### src/rtl/soc_bus_pkg.sv
// Shared types and constants for the SoC memory data-port arbiter.
// Imported by the bus interface, the grant logic and the arbiter top.
package soc_bus_pkg;

  localparam int BE_W       = 4;
  localparam int DATA_W     = 32;
  localparam int MAX_ADDR_W = 32;

  typedef struct packed {
    logic                  we;
    logic [BE_W-1:0]       be;
    logic [MAX_ADDR_W-1:0] addr;
    logic [DATA_W-1:0]     wdata;
  } bus_cmd_t;

  typedef enum logic [1:0] {
    IDLE,
    ISSUE,
    WAIT,
    RESP
  } arb_state_e;

endpackage

### src/rtl/soc_mem_if.sv
// Single-beat memory bus: command towards the slave, response back.
// The mem_* modports omit err, which only exists on the master ports.
interface soc_mem_if #(
  parameter int ADDR_W = 32
);
  import soc_bus_pkg::*;

  logic              req;
  logic              we;
  logic [BE_W-1:0]   be;
  logic [ADDR_W-1:0] addr;
  logic [DATA_W-1:0] wdata;
  logic [DATA_W-1:0] rdata;
  logic              ack;
  logic              err;

  modport master (
    output req, we, be, addr, wdata,
    input  rdata, ack, err
  );

  modport slave (
    input  req, we, be, addr, wdata,
    output rdata, ack, err
  );

  modport mem_master (
    output req, we, be, addr, wdata,
    input  rdata, ack
  );

  modport mem_slave (
    input  req, we, be, addr, wdata,
    output rdata, ack
  );

endinterface

### src/rtl/soc_rr_arbiter2.sv
// Two-request round-robin grant decision with a last-grant register.
// Purely combinational grant; last grant moves only on the update strobe.
module soc_rr_arbiter2 (
  input  logic       clk,
  input  logic       rst_n,
  input  logic [1:0] req,
  input  logic       update,
  input  logic       served,
  output logic       valid,
  output logic       grant
);

  logic last;

  always_ff @(posedge clk or negedge rst_n) begin
    if (!rst_n) begin
      last <= 1'b1;
    end else if (update) begin
      last <= served;
    end
  end

  always_comb begin
    valid = |req;
    grant = 1'b0;
    unique case (1'b1)
      (req == 2'b11): grant = ~last;
      (req == 2'b10): grant = 1'b1;
      default:        grant = 1'b0;
    endcase
  end

endmodule

### src/rtl/soc_mem_arbiter.sv
// Two-master to one-slave arbiter for the SoC memory data port.
// One transaction at a time: IDLE -> ISSUE -> WAIT -> RESP.
module soc_mem_arbiter
  import soc_bus_pkg::*;
#(
  parameter int ADDR_W         = 32,
  parameter int TIMEOUT_CYCLES = 16,
  parameter int TO_W           = $clog2(TIMEOUT_CYCLES + 1)
) (
  input  logic          clk_i,
  input  logic          rst_n_i,
  soc_mem_if.slave      m0,
  soc_mem_if.slave      m1,
  soc_mem_if.mem_master s
);

  arb_state_e        state;
  bus_cmd_t          cmd;
  bus_cmd_t          cmd0;
  bus_cmd_t          cmd1;
  logic              gnt;
  logic [TO_W-1:0]   cnt;
  logic              s_req;
  logic [1:0]        ack;
  logic [1:0]        err;
  logic [DATA_W-1:0] rdata0;
  logic [DATA_W-1:0] rdata1;
  logic              arb_valid;
  logic              arb_grant;

  assign cmd0 = '{
    we:    m0.we,
    be:    m0.be,
    addr:  MAX_ADDR_W'(m0.addr),
    wdata: m0.wdata
  };

  assign cmd1 = '{
    we:    m1.we,
    be:    m1.be,
    addr:  MAX_ADDR_W'(m1.addr),
    wdata: m1.wdata
  };

  soc_rr_arbiter2 u_rr (
    .clk    (clk_i),
    .rst_n  (rst_n_i),
    .req    ({m1.req, m0.req}),
    .update (state == RESP),
    .served (gnt),
    .valid  (arb_valid),
    .grant  (arb_grant)
  );

  always_ff @(posedge clk_i or negedge rst_n_i) begin
    if (!rst_n_i) begin
      state  <= IDLE;
      cmd    <= '0;
      gnt    <= 1'b0;
      cnt    <= '0;
      s_req  <= 1'b0;
      ack    <= '0;
      err    <= '0;
      rdata0 <= '0;
      rdata1 <= '0;
    end else begin
      unique case (state)
        IDLE: begin
          if (arb_valid) begin
            cmd   <= arb_grant ? cmd1 : cmd0;
            gnt   <= arb_grant;
            s_req <= 1'b1;
            state <= ISSUE;
          end
        end
        ISSUE: begin
          s_req <= 1'b0;
          cnt   <= '0;
          state <= WAIT;
        end
        WAIT: begin
          if (s.ack) begin
            ack[gnt] <= 1'b1;
            err[gnt] <= 1'b0;
            if (gnt) rdata1 <= s.rdata;
            else     rdata0 <= s.rdata;
            state <= RESP;
          end else if (cnt == TO_W'(TIMEOUT_CYCLES - 1)) begin
            // watchdog: answer with an error and zero data
            ack[gnt] <= 1'b1;
            err[gnt] <= 1'b1;
            if (gnt) rdata1 <= '0;
            else     rdata0 <= '0;
            state <= RESP;
          end else begin
            cnt <= cnt + 1'b1;
          end
        end
        RESP: begin
          ack   <= '0;
          err   <= '0;
          state <= IDLE;
        end
        default: state <= IDLE;
      endcase
    end
  end

  assign m0.ack   = ack[0];
  assign m0.err   = err[0];
  assign m0.rdata = rdata0;
  assign m1.ack   = ack[1];
  assign m1.err   = err[1];
  assign m1.rdata = rdata1;

  assign s.req   = s_req;
  assign s.we    = cmd.we;
  assign s.be    = cmd.be;
  assign s.addr  = cmd.addr[ADDR_W-1:0];
  assign s.wdata = cmd.wdata;

endmodule
### src/flat_wrapper.sv
// flat-port wrapper written by rule: the top's interface ports become plain ports
module soc_mem_arbiter_flat import soc_bus_pkg::*;
#(
  parameter int ADDR_W         = 32,
  parameter int TIMEOUT_CYCLES = 16,
  parameter int TO_W           = $clog2(TIMEOUT_CYCLES + 1)
)
  (clk_i, rst_n_i, m0_req, m0_we, m0_be, m0_addr, m0_wdata, m0_rdata, m0_ack, m0_err, m1_req, m1_we, m1_be, m1_addr, m1_wdata, m1_rdata, m1_ack, m1_err, s_req, s_we, s_be, s_addr, s_wdata, s_rdata, s_ack);
  soc_mem_if #(.ADDR_W(ADDR_W)) m0_i ();
  soc_mem_if #(.ADDR_W(ADDR_W)) m1_i ();
  soc_mem_if #(.ADDR_W(ADDR_W)) s_i ();
  input  logic clk_i;
  input  logic rst_n_i;
  input wire logic [$bits(m0_i.req)-1:0] m0_req;
  input wire logic [$bits(m0_i.we)-1:0] m0_we;
  input wire logic [$bits(m0_i.be)-1:0] m0_be;
  input wire logic [$bits(m0_i.addr)-1:0] m0_addr;
  input wire logic [$bits(m0_i.wdata)-1:0] m0_wdata;
  output wire logic [$bits(m0_i.rdata)-1:0] m0_rdata;
  output wire logic [$bits(m0_i.ack)-1:0] m0_ack;
  output wire logic [$bits(m0_i.err)-1:0] m0_err;
  input wire logic [$bits(m1_i.req)-1:0] m1_req;
  input wire logic [$bits(m1_i.we)-1:0] m1_we;
  input wire logic [$bits(m1_i.be)-1:0] m1_be;
  input wire logic [$bits(m1_i.addr)-1:0] m1_addr;
  input wire logic [$bits(m1_i.wdata)-1:0] m1_wdata;
  output wire logic [$bits(m1_i.rdata)-1:0] m1_rdata;
  output wire logic [$bits(m1_i.ack)-1:0] m1_ack;
  output wire logic [$bits(m1_i.err)-1:0] m1_err;
  output wire logic [$bits(s_i.req)-1:0] s_req;
  output wire logic [$bits(s_i.we)-1:0] s_we;
  output wire logic [$bits(s_i.be)-1:0] s_be;
  output wire logic [$bits(s_i.addr)-1:0] s_addr;
  output wire logic [$bits(s_i.wdata)-1:0] s_wdata;
  input wire logic [$bits(s_i.rdata)-1:0] s_rdata;
  input wire logic [$bits(s_i.ack)-1:0] s_ack;
  assign m0_i.req = m0_req;
  assign m0_i.we = m0_we;
  assign m0_i.be = m0_be;
  assign m0_i.addr = m0_addr;
  assign m0_i.wdata = m0_wdata;
  assign m0_rdata = m0_i.rdata;
  assign m0_ack = m0_i.ack;
  assign m0_err = m0_i.err;
  assign m1_i.req = m1_req;
  assign m1_i.we = m1_we;
  assign m1_i.be = m1_be;
  assign m1_i.addr = m1_addr;
  assign m1_i.wdata = m1_wdata;
  assign m1_rdata = m1_i.rdata;
  assign m1_ack = m1_i.ack;
  assign m1_err = m1_i.err;
  assign s_req = s_i.req;
  assign s_we = s_i.we;
  assign s_be = s_i.be;
  assign s_addr = s_i.addr;
  assign s_wdata = s_i.wdata;
  assign s_i.rdata = s_rdata;
  assign s_i.ack = s_ack;
  soc_mem_arbiter #(.ADDR_W(ADDR_W), .TIMEOUT_CYCLES(TIMEOUT_CYCLES), .TO_W(TO_W)) u_core (.clk_i(clk_i), .rst_n_i(rst_n_i), .m0(m0_i), .m1(m1_i), .s(s_i));
endmodule
### config.mk
export PLATFORM = sky130hd
export DESIGN_NAME = soc_mem_arbiter_flat
export DESIGN_NICKNAME = d
export VERILOG_FILES = /design/src/rtl/soc_bus_pkg.sv /design/src/rtl/soc_mem_if.sv /design/src/rtl/soc_rr_arbiter2.sv /design/src/rtl/soc_mem_arbiter.sv /design/src/flat_wrapper.sv
export SDC_FILE = /design/constraint.sdc
export NUM_CORES = 1
export LEC_CHECK = 0
export ABC_AREA = 1
export CAP_MARGIN = 20
export CORE_UTILIZATION = 40
export CTS_BUF_LIST = sky130_fd_sc_hd__clkbuf_16
export DETAILED_ROUTE_END_ITERATION = 8
export PLACE_DENSITY = 0.79
export SLEW_MARGIN = 25
export SYNTH_ARGS = -nofsm -noshare
export SYNTH_HDL_FRONTEND = slang
export SYNTH_HIERARCHICAL = 1
export SYNTH_SLANG_ARGS = --single-unit
### constraint.sdc
create_clock -name clk_i -period 4.35 [get_ports clk_i]
set_clock_uncertainty 0.1 [all_clocks]
set_input_delay 0.87 -clock clk_i [delete_from_list [all_inputs] [get_ports clk_i]]
set_output_delay 0.87 -clock clk_i [all_outputs]
set_load 0.02 [all_outputs]
# Yosys cells after proc, flatten, opt, wreduce, memory -nomap -nowiden
# Cells that the tools add are included.
# totals
regBits,147
in_bits,175
elab_cells,73
# op_classes
eq_ne,10
n_mux,27
n_bitwise,6
n_addsub,1
n_lt_le_gt_ge,2
reduce_logical,14
# ops
cell,count
32-bit two-way mux,8
69-bit two-way mux,1
2-bit two-way mux,7
5-bit two-way mux,2
5-bit one-hot mux with 2 select lines,1
3-bit AND reduction,3
"2-bit == test, second input constant",4
2-bit one-hot mux with 2 select lines,2
2-bit one-hot mux with 4 select lines,1
2-bit AND reduction,4
2-bit nonzero test,4
"5-bit by 1-bit adder with 5-bit output, second input constant",1
"5-bit by 4-bit == test with 1-bit output, second input constant",1
"2-bit != test, second input constant",2
2-bit bitwise OR,2
1-bit one-hot mux with 2 select lines,2
"3-bit by 2-bit != test with 1-bit output, second input constant",1
2-bit bitwise AND,1
"2-bit by 1-bit == test with 1-bit output, second input constant",1
2-bit logical NOT,1
"1-bit by 2-bit < comparator with 1-bit output, second input constant",1
1-bit two-way mux,2
"2-bit by 1-bit != test with 1-bit output, second input constant",1
1-bit inverter,2
5 further kinds,5

# Longest topological paths before layout
# Gate-level depths: netlist (run 1).
# depth
word_depth,8
mapped_depth,11
depth_no_buf,10

# By module
# The synthesis (run 1) kept the hierarchy.
# by_module_without_submodules
module,area_each_um2,n_inst,seq_area_each_um2,cells_each
soc_mem_arbiter,6522.5,1,3653.5,812
soc_rr_arbiter2,56.3,1,26.3,8

# Worst setup path after synthesis (run 1)
# No wires, ideal clock.
# synth_path
path_type,input -> register
start,input port m0_req
end,register u_core.cmd (netlist bit u_core/s.addr[0])
arrival_ps,1748
t_required_ps,4173
n_path_buf,1
cell_stages,5
setup_time_ps,77
slack_ps,2425
path_cell_list,or2_1 nand2_1 clkbuf_1 a21oi_1 a21oi_1
# synth_between
elab_chain_len,3
elab_cells_between_ends,6
cone_classes,eq/ne (2); mux (2); reduce/logical (2)
# synth_rtl
item,line_no,text
start: declaration,flat_wrapper.sv:14,input wire logic [$bits(m0_i.req)-1:0] m0_req;
"2-bit == test, on equally long branches","soc_rr_arbiter2.sv:28, soc_rr_arbiter2.sv:27",
1-bit one-hot mux with 2 select lines,soc_rr_arbiter2.sv:26,unique case (1'b1)
69-bit two-way mux,soc_mem_arbiter.sv:70,cmd <= arb_grant ? cmd1 : cmd0;
end signal: assignment,soc_mem_arbiter.sv:70,
end: declaration,soc_mem_arbiter.sv:18,bus_cmd_t cmd;
# Parallel ways exist; a longest one is shown, timed or not.
# A chain may end at the register's enable or synchronous reset.

# Final worst setup path (run 1)
# layout_path
start,input port m0_req
end,register u_core.cmd (netlist bit u_core/s.wdata[21])
# layout_between
elab_cells_between_ends,6
cone_classes,eq/ne (2); mux (2); reduce/logical (2)
# layout_lines
item,line_no,text
2-bit OR reduction,soc_rr_arbiter2.sv:24,valid = |req;
named net u_core.arb_valid,soc_mem_arbiter.sv:28,logic arb_valid;
2-bit AND reduction (no source line),--,
# The timed path passes the listed nets, and every way through them passes these cells.

==> run metrics, run 1 <==
status completed; Hold WS ~0.34 ns; grt ovf 0; Post-Synthesis Cells 820; commonest non-fill, non-tap cell in the layout nand2_1; worst vdd ir 0.4087 mV; slowest stage delay, CP 0.51 ns; max-slew violations 0; Finished Layout Cells 1341; width of the die 130.2 um; TNS Setup 0 ns; Setup violations, final 0; starting density of the core 0.4127; clock sink count 147; Clock power frac 0.193; CP endpoint kind register; Buf+Inv Stages, Crit Path 3; port bufs 312; yosys warns 6; diode count 0; number of DRC markers in iteration 0 366; Fin. Hold Viols 0; I/O Pins 313; via count 6534; synthesized cell area 0.006579 sq mm; CTS H-tree lvls 4; largest net degree at the start of global routing slightly below 80; Crit path required time 4.58 ns; Switch Pwr just under 3 mW; worst r2r path cells 10; CTS tree built; Die H 130.2 um; gr usage total 0.2523; flip-flop and latch area 0.003680 sq mm; Period Utilization, post-route 0.5835; die area 0.01696 sq mm; root buffer cell clkbuf_16; Synth area leaders dfrtp_1, nand2_1, a21oi_1; clock-pin slew on the worst setup and hold paths around 0.06 ns; flops & latches, synth 147; worst flop-to-flop path startpoint u_core/cnt[0]$_DFFE_PN0P_; RePlAce Congestion 0.8507; Synth cell types 20; layout cells sized above 1 0.04889; nets 1294; area delta synth->final 57.82%; Reg power frac 0.320; drt pass-1 iters 5; critical path depth 7; setup ws final 1.812 ns; post-route cell area 0.01038 sq mm; final wirelength 21250 um; dpl cell area 0.009814 sq mm; crit-path max FO 41; Fmax achieved 0.3940 GHz; dpl ws about 1.4 ns; static leakage 4.926 nW; Placed Cells approximately 1300; Crit-path slowest cell clkdlybuf4s50_1; worst hold path type in -> async; r2r setup slk 2.08 ns; Rel. slew slack 0.4856; MaxCap Viol Count 0; vias per cell 4.872; Worst Tran Pin Value around 0.77 ns; initial antenna violation count 0; Core Box Area 0.01594 sq mm; vias in the first global route about 6300; RSZ-0062 raised after global routing no; r2r endpoint u_core/m1.rdata[18]$_DFFE_PN0P_; Worst Setup Start Kind primary input; post-DP HPWL between 10000 and 15000 um; Resize count post-CTS 0; Pint 4.414 mW; DRT antenna net count 0; Setup Buffers After CTS 0; commonest non-fill, non-tap cells in the layout nand2_1, clkdlybuf4s50_1, dfrtp_1; CP Capture Point u_core/s.wdata[21]$_DFFE_PN0P_; syn_area_per_cell 8.023 sq um; Cell Chain, Critical Path clkdlybuf4s50_1, or2_1, nand2_2, inv_2, buf_4, nor2_1, a21oi_1; area leader, netlist dfrtp_1; crit path from m0_req; combinational share of power 0.487; Net Sw Frac 0.4022; pwr dens 711.2 mW/mm^2; Inserted Clock Buffers 17; row count 46; Post-Syn Nets 1002; Crit Path Class in -> reg; crit-path leading delay family buffers and inverters; # fillers 1312; average wire per standard cell 15.85 um; worst skew pair latency 0.41 ns; DRC Markers 0; area share of the largest cell type after synthesis 0.5553; Critical Path AT 2.77 ns; hold_buf cts 0; post-layout min period ~2.5 ns; Clock Tree Buf Depth 2; sequential element share of the synthesized area 0.5593; area of the multi-input gates 0.002495 sq mm; first-pass GRT wire length ~32000 um
-- worst min path at each step --
stage / endpoint / slack [ns] / start
3_3_place_gp: u_core/m1.rdata[26]$_DFFE_PN0P_ / 0.36 / u_core/m1.rdata[26]$_DFFE_PN0P_
4_1_cts: u_core/m1.rdata[23]$_DFFE_PN0P_ / 0.37 / rst_n_i
6_report: u_core/m0.rdata[25]$_DFFE_PN0P_ / 0.34 / rst_n_i
5_1_grt: u_core/m1.rdata[23]$_DFFE_PN0P_ / 0.39 / rst_n_i
2_1_floorplan: u_core/u_rr/last$_DFFE_PN1P_ / 0.34 / u_core/u_rr/last$_DFFE_PN1P_
3_5_place_dp: u_core/m1.rdata[1]$_DFFE_PN0P_ / 0.36 / u_core/m1.rdata[1]$_DFFE_PN0P_
-- power groups by stage --
| stage | clock (mW) | sequential (mW) | combinational, mW |
|---|---|---|---|
| finish | 1.42 | 2.36 | 3.60 |
| global route | 1.51 | 2.44 | 3.87 |
| CTS | 1.46 | 2.37 | 3.61 |
| detailed placement | 0 | 2.38 | 3.60 |
| global placement | 0 | 2.37 | 3.53 |
| floorplan | 0 | 3.07 | 1.14 |
-- stage by stage --
step           total power, mW  utilization
3_5_place_dp             5.979       0.6156
4_1_cts                  7.436       0.6512
3_3_place_gp             5.897       0.6156
5_1_grt                  7.820       0.6512
6_report                 7.384       0.6512
2_1_floorplan            4.210            -
-- kinds of logic (layout without fill, tap and decap cells) --
kind of cell | Yosys count | in the layout | synth area share
AOI/OAI and AO/OA | 147 | 147 | 0.1118
buffers and inverters | 94 | 399 | 0.06352
adders and majority gates | 7 | 7 | 0.01331
DFF | 147 | 147 | 0.5593
and+or+nand+nor | 425 | 425 | 0.2520
-- area by class of cell --
type,count,area share
clock buffer,17,0.04097
clock inverter,15,0.01374
inverter,48,0.01735
multi-input combinational,579,0.2403
sequential,147,0.3544
tap,216,0.02603
timing repair buffer,319,0.3072
-- synth_stat cells --
library cell,instances
buf_4,5
ha_1,7
nor2_1,77
nor2_4,3
nand3_1,12
nand2_2,3
nand2_1,325
dfstp_2,1
dfrtp_1,146
a21oi_1,141
or2_1,1
nor2_2,1
o21ai_0,6
buf_2,19
nand4_1,2
inv_2,5
buf_6,3
nand2_4,1
inv_1,43
clkbuf_1,19
-- flip-flops by register name, summed over array words and instances (netlist names) --
name	cells
u_core/m0.rdata	32
u_core/gnt	1
u_core/err	2
u_core/s.req	1
u_core/cnt	5
u_core/s.wdata	32
u_core/m1.rdata	32
u_core/s.addr	32
u_core/s.be	4
u_core/ack	2
u_core/u_rr/last	1
u_core/s.we	1
u_core/state	2
-- worst register-to-register path, delay by kind of cell, from the launching register on --
family,cells,cell delay [ns]
and+or+nand+nor,7,1.24
DFF,1,0.39
buffers and inverters,1,0.05
adders and majority gates,2,0.44
-- layer usage --
metal,vias to the layer above,track usage,share of wire
met3,43,0.08651,0.099
met4,0,0.1211,0.035
li1,3152,-,-
met5,-,0,0
met1,3065,0.2981,0.38
met2,274,0.4115,0.48
Note: power is estimated with default switching activity, not from simulation.
==> inputs of run 2 (changes only) <==
--- a/config.mk
+++ b/config.mk
@@ -7,10 +7,10 @@
 export LEC_CHECK = 0
 export ABC_AREA = 1
 export CAP_MARGIN = 20
-export CORE_UTILIZATION = 40
+export CORE_UTILIZATION = 37
 export CTS_BUF_LIST = sky130_fd_sc_hd__clkbuf_16
 export DETAILED_ROUTE_END_ITERATION = 8
-export PLACE_DENSITY = 0.79
+export PLACE_DENSITY = 0.77
 export SLEW_MARGIN = 25
 export SYNTH_ARGS = -nofsm -noshare
 export SYNTH_HDL_FRONTEND = slang
==> constraint.sdc (replaced) <==
create_clock -name clk_i -period 2.2 [get_ports clk_i]
set_clock_uncertainty 0.1 [all_clocks]
set_input_delay 0.44 -clock clk_i [delete_from_list [all_inputs] [get_ports clk_i]]
set_output_delay 0.44 -clock clk_i [all_outputs]
set_load 0.02 [all_outputs]
==> run 2 against run 1 <==
Via count decreased by 0.38%. Utilization decreased by 4.0 points. Sequential cell count unchanged. Power increased by 100%. Combinational power increased by 100%. Setup slack got worse by 1.6 ns. Critical path depth decreased by 6. Routed wire length increased by 0.16%. Non-clock buffer count increased by 10. Sequential share of layout area decreased by 0.76 points. Clock power increased by 120%. Final cell count increased by 1.4%.
==> run metrics, run 2 (synthesized netlist as in run 1, its figures left out) <==
MaxCap Viol Count 0 (unchanged); CP endpoint kind primary output; CP Capture Point m0_err; DRT antenna net count 0 (unchanged); Rel. slew slack 0.6327 (+0.1471); Critical Path AT 1.48 ns (-1.29 ns); width of the die 135.3 um (+3.9%); CTS tree built; average wire per standard cell 15.65 um (-1.2%); area delta synth->final 61.26%; Net Sw Frac 0.3947 (-0.007500); crit-path max FO 3 (-93%); root buffer cell clkbuf_16; status completed; M1 wire length 8420 um (+4.0%); vias per cell 4.786 (-1.8%); r2r endpoint u_core/m0.rdata[31]$_DFFE_PN0P_; number of DRC markers in iteration 0 370 (+1.1%); CTS H-tree lvls 4 (unchanged); Tot Pwr 15.03 mW (+100%); combinational share of power 0.482 (-0.005); static leakage 5.021 nW (+1.9%); setup ws final 0.1774 ns (-1.634 ns); crit path from u_core/err[0]$_DFFE_PN0P_; DRC Markers 0 (unchanged); post-route cell area 0.01061 sq mm (+2.2%); r2r setup slk 0.18 ns (-1.90 ns); starting density of the core 0.3790 (-0.03361); worst r2r path cells 10 (unchanged); Fin. Hold Viols 0 (unchanged); highest metal used met4; Worst Tran Pin Value 0.5509 ns (-0.2188 ns); Buf+Inv Stages, Crit Path 1 (-2); Clock Tree Buf Depth 2 (unchanged); largest net degree at the start of global routing 77 (-2.5%); Crit path required time 1.66 ns (-2.92 ns); post-layout min period 2.023 ns; RePlAce Congestion 0.8120 (-4.5%); diode count 0 (unchanged); Crit Path Class reg -> out; grt ovf 0 (unchanged); Pint 9.099 mW (+110%); critical path depth 1 (-6); worst flop-to-flop path startpoint u_core/cnt[0]$_DFFE_PN0P_; clock sink count 147 (unchanged); Fmax achieved 0.4944 GHz; commonest non-fill, non-tap cell in the layout nand2_1; Crit-path slowest cell clkdlybuf4s50_1; Period Utilization, post-route 0.9194; crit-path leading delay family buffers and inverters; final wirelength 21290 um (+0.16%); met3 routed wirelength 1948 um (-7.7%); dpl cell area 0.009968 sq mm (+1.6%); Switch Pwr 5.933 mW (+100%); die area 0.01832 sq mm (+8.0%); clock-pin slew on the worst setup and hold paths 0.06 ns (about the same); commonest non-fill, non-tap cells in the layout nand2_1, clkdlybuf4s50_1, dfrtp_1; I/O Pins 313 (unchanged); met2 WL post-DR 10260 um (-0.31%); Hold WS 0.2744 ns (-0.07027 ns); Clock power frac 0.207 (+0.014); pwr dens 1417 mW/mm^2 (+99%); Inserted Clock Buffers 17 (unchanged); Die H 135.3 um (+3.9%); worst skew pair latency 0.41 ns (about the same); port bufs 312 (unchanged); drt pass-1 iters 6 (+1); Worst Setup Start Kind register; TNS Setup 0 ns (unchanged); worst vdd ir 0.7198 mV (+76%); slowest stage delay, CP 0.66 ns (+0.15 ns); Setup Buffers After CTS 0 (unchanged); first-pass GRT wire length 32910 um (+1.5%); gr usage total 0.2352 (-0.01706); worst hold path type in -> async; dpl ws 0.08071 ns (-1.338 ns); layout cells sized above 1 0.05551 (+0.006618); post-DP HPWL 14790 um (about the same); Setup violations, final 0 (unchanged); Core Box Area 0.01736 sq mm (+8.9%); Reg power frac 0.311 (-0.009); Resize count post-CTS 0 (unchanged); Cell Chain, Critical Path clkdlybuf4s50_1; RSZ-0062 raised after global routing no; nets 1304 (+0.77%); vias in the first global route 6314 (+0.53%); initial antenna violation count 0 (unchanged); max-slew violations 0 (unchanged); row count 48 (+4.3%); via count 6509 (-0.38%)
-- run 2: changes by cell type in the layout (fill, tap and decap cells not counted) --
cell and delta:
clkinv_4 +3, inv_6 +2, buf_4 +3, clkinv_1 +2, dlygate4sd3_1 +1, bufinv_16 +2
buf_12 +6, clkinv_2 -6, clkinvlp_4 -2, inv_1 -1
-- run 2: worst min path at each step --
stage                                       to  startpoint
6_report       u_core/m0.rdata[23]$_DFFE_PN0P_     rst_n_i
5_1_grt        u_core/m0.rdata[23]$_DFFE_PN0P_     rst_n_i
4_1_cts        u_core/m0.rdata[23]$_DFFE_PN0P_     rst_n_i
3_5_place_dp   u_core/m0.rdata[23]$_DFFE_PN0P_     rst_n_i
3_3_place_gp   u_core/m0.rdata[23]$_DFFE_PN0P_     rst_n_i
2_1_floorplan        u_core/ack[0]$_DFFE_PN0P_     rst_n_i
-- run 2: per-stage QoR --
step / instances / util
after global routing: 1360 / 0.6112
after floorplan: 820 / -
after detailed placement: 1327 / 0.5743
after global placement: 1327 / 0.5743
after CTS: 1360 / 0.6112
final: 1360 / 0.6112
-- run 2: metal layers --
metal	track usage	vias to the layer above
met5	0	-
met4	0.1061	0
met3	0.08455	38
met2	0.3838	279
met1	0.2769	3018
li1	-	3174
-- run 2: layout make-up --
cell class / instances / area, sq um
fill: 1525 / 6748
tap: 225 / 281.5
timing repair buffer: 329 / 3342
clock inverter: 15 / 205.2
multi-input combinational: 579 / 2495
clock buffer: 17 / 425.4
sequential: 147 / 3680
inverter: 48 / 180.2
-- run 2: power groups by stage --
stage,logic [mW],clock network [mW],registers [mW]
after floorplan,2.25,0,6.07
after global placement,7.12,0,4.69
after detailed placement,7.25,0,4.71
after CTS,7.28,3.16,4.69
after global routing,7.82,3.27,4.84
final,7.25,3.10,4.68
-- run 2: timing repair --
item / in CTS / in global routing
hold endpoints to repair: 146 / 0
hold buffers: 1 / 0
endpoints found under the setup margin: 0 / 0
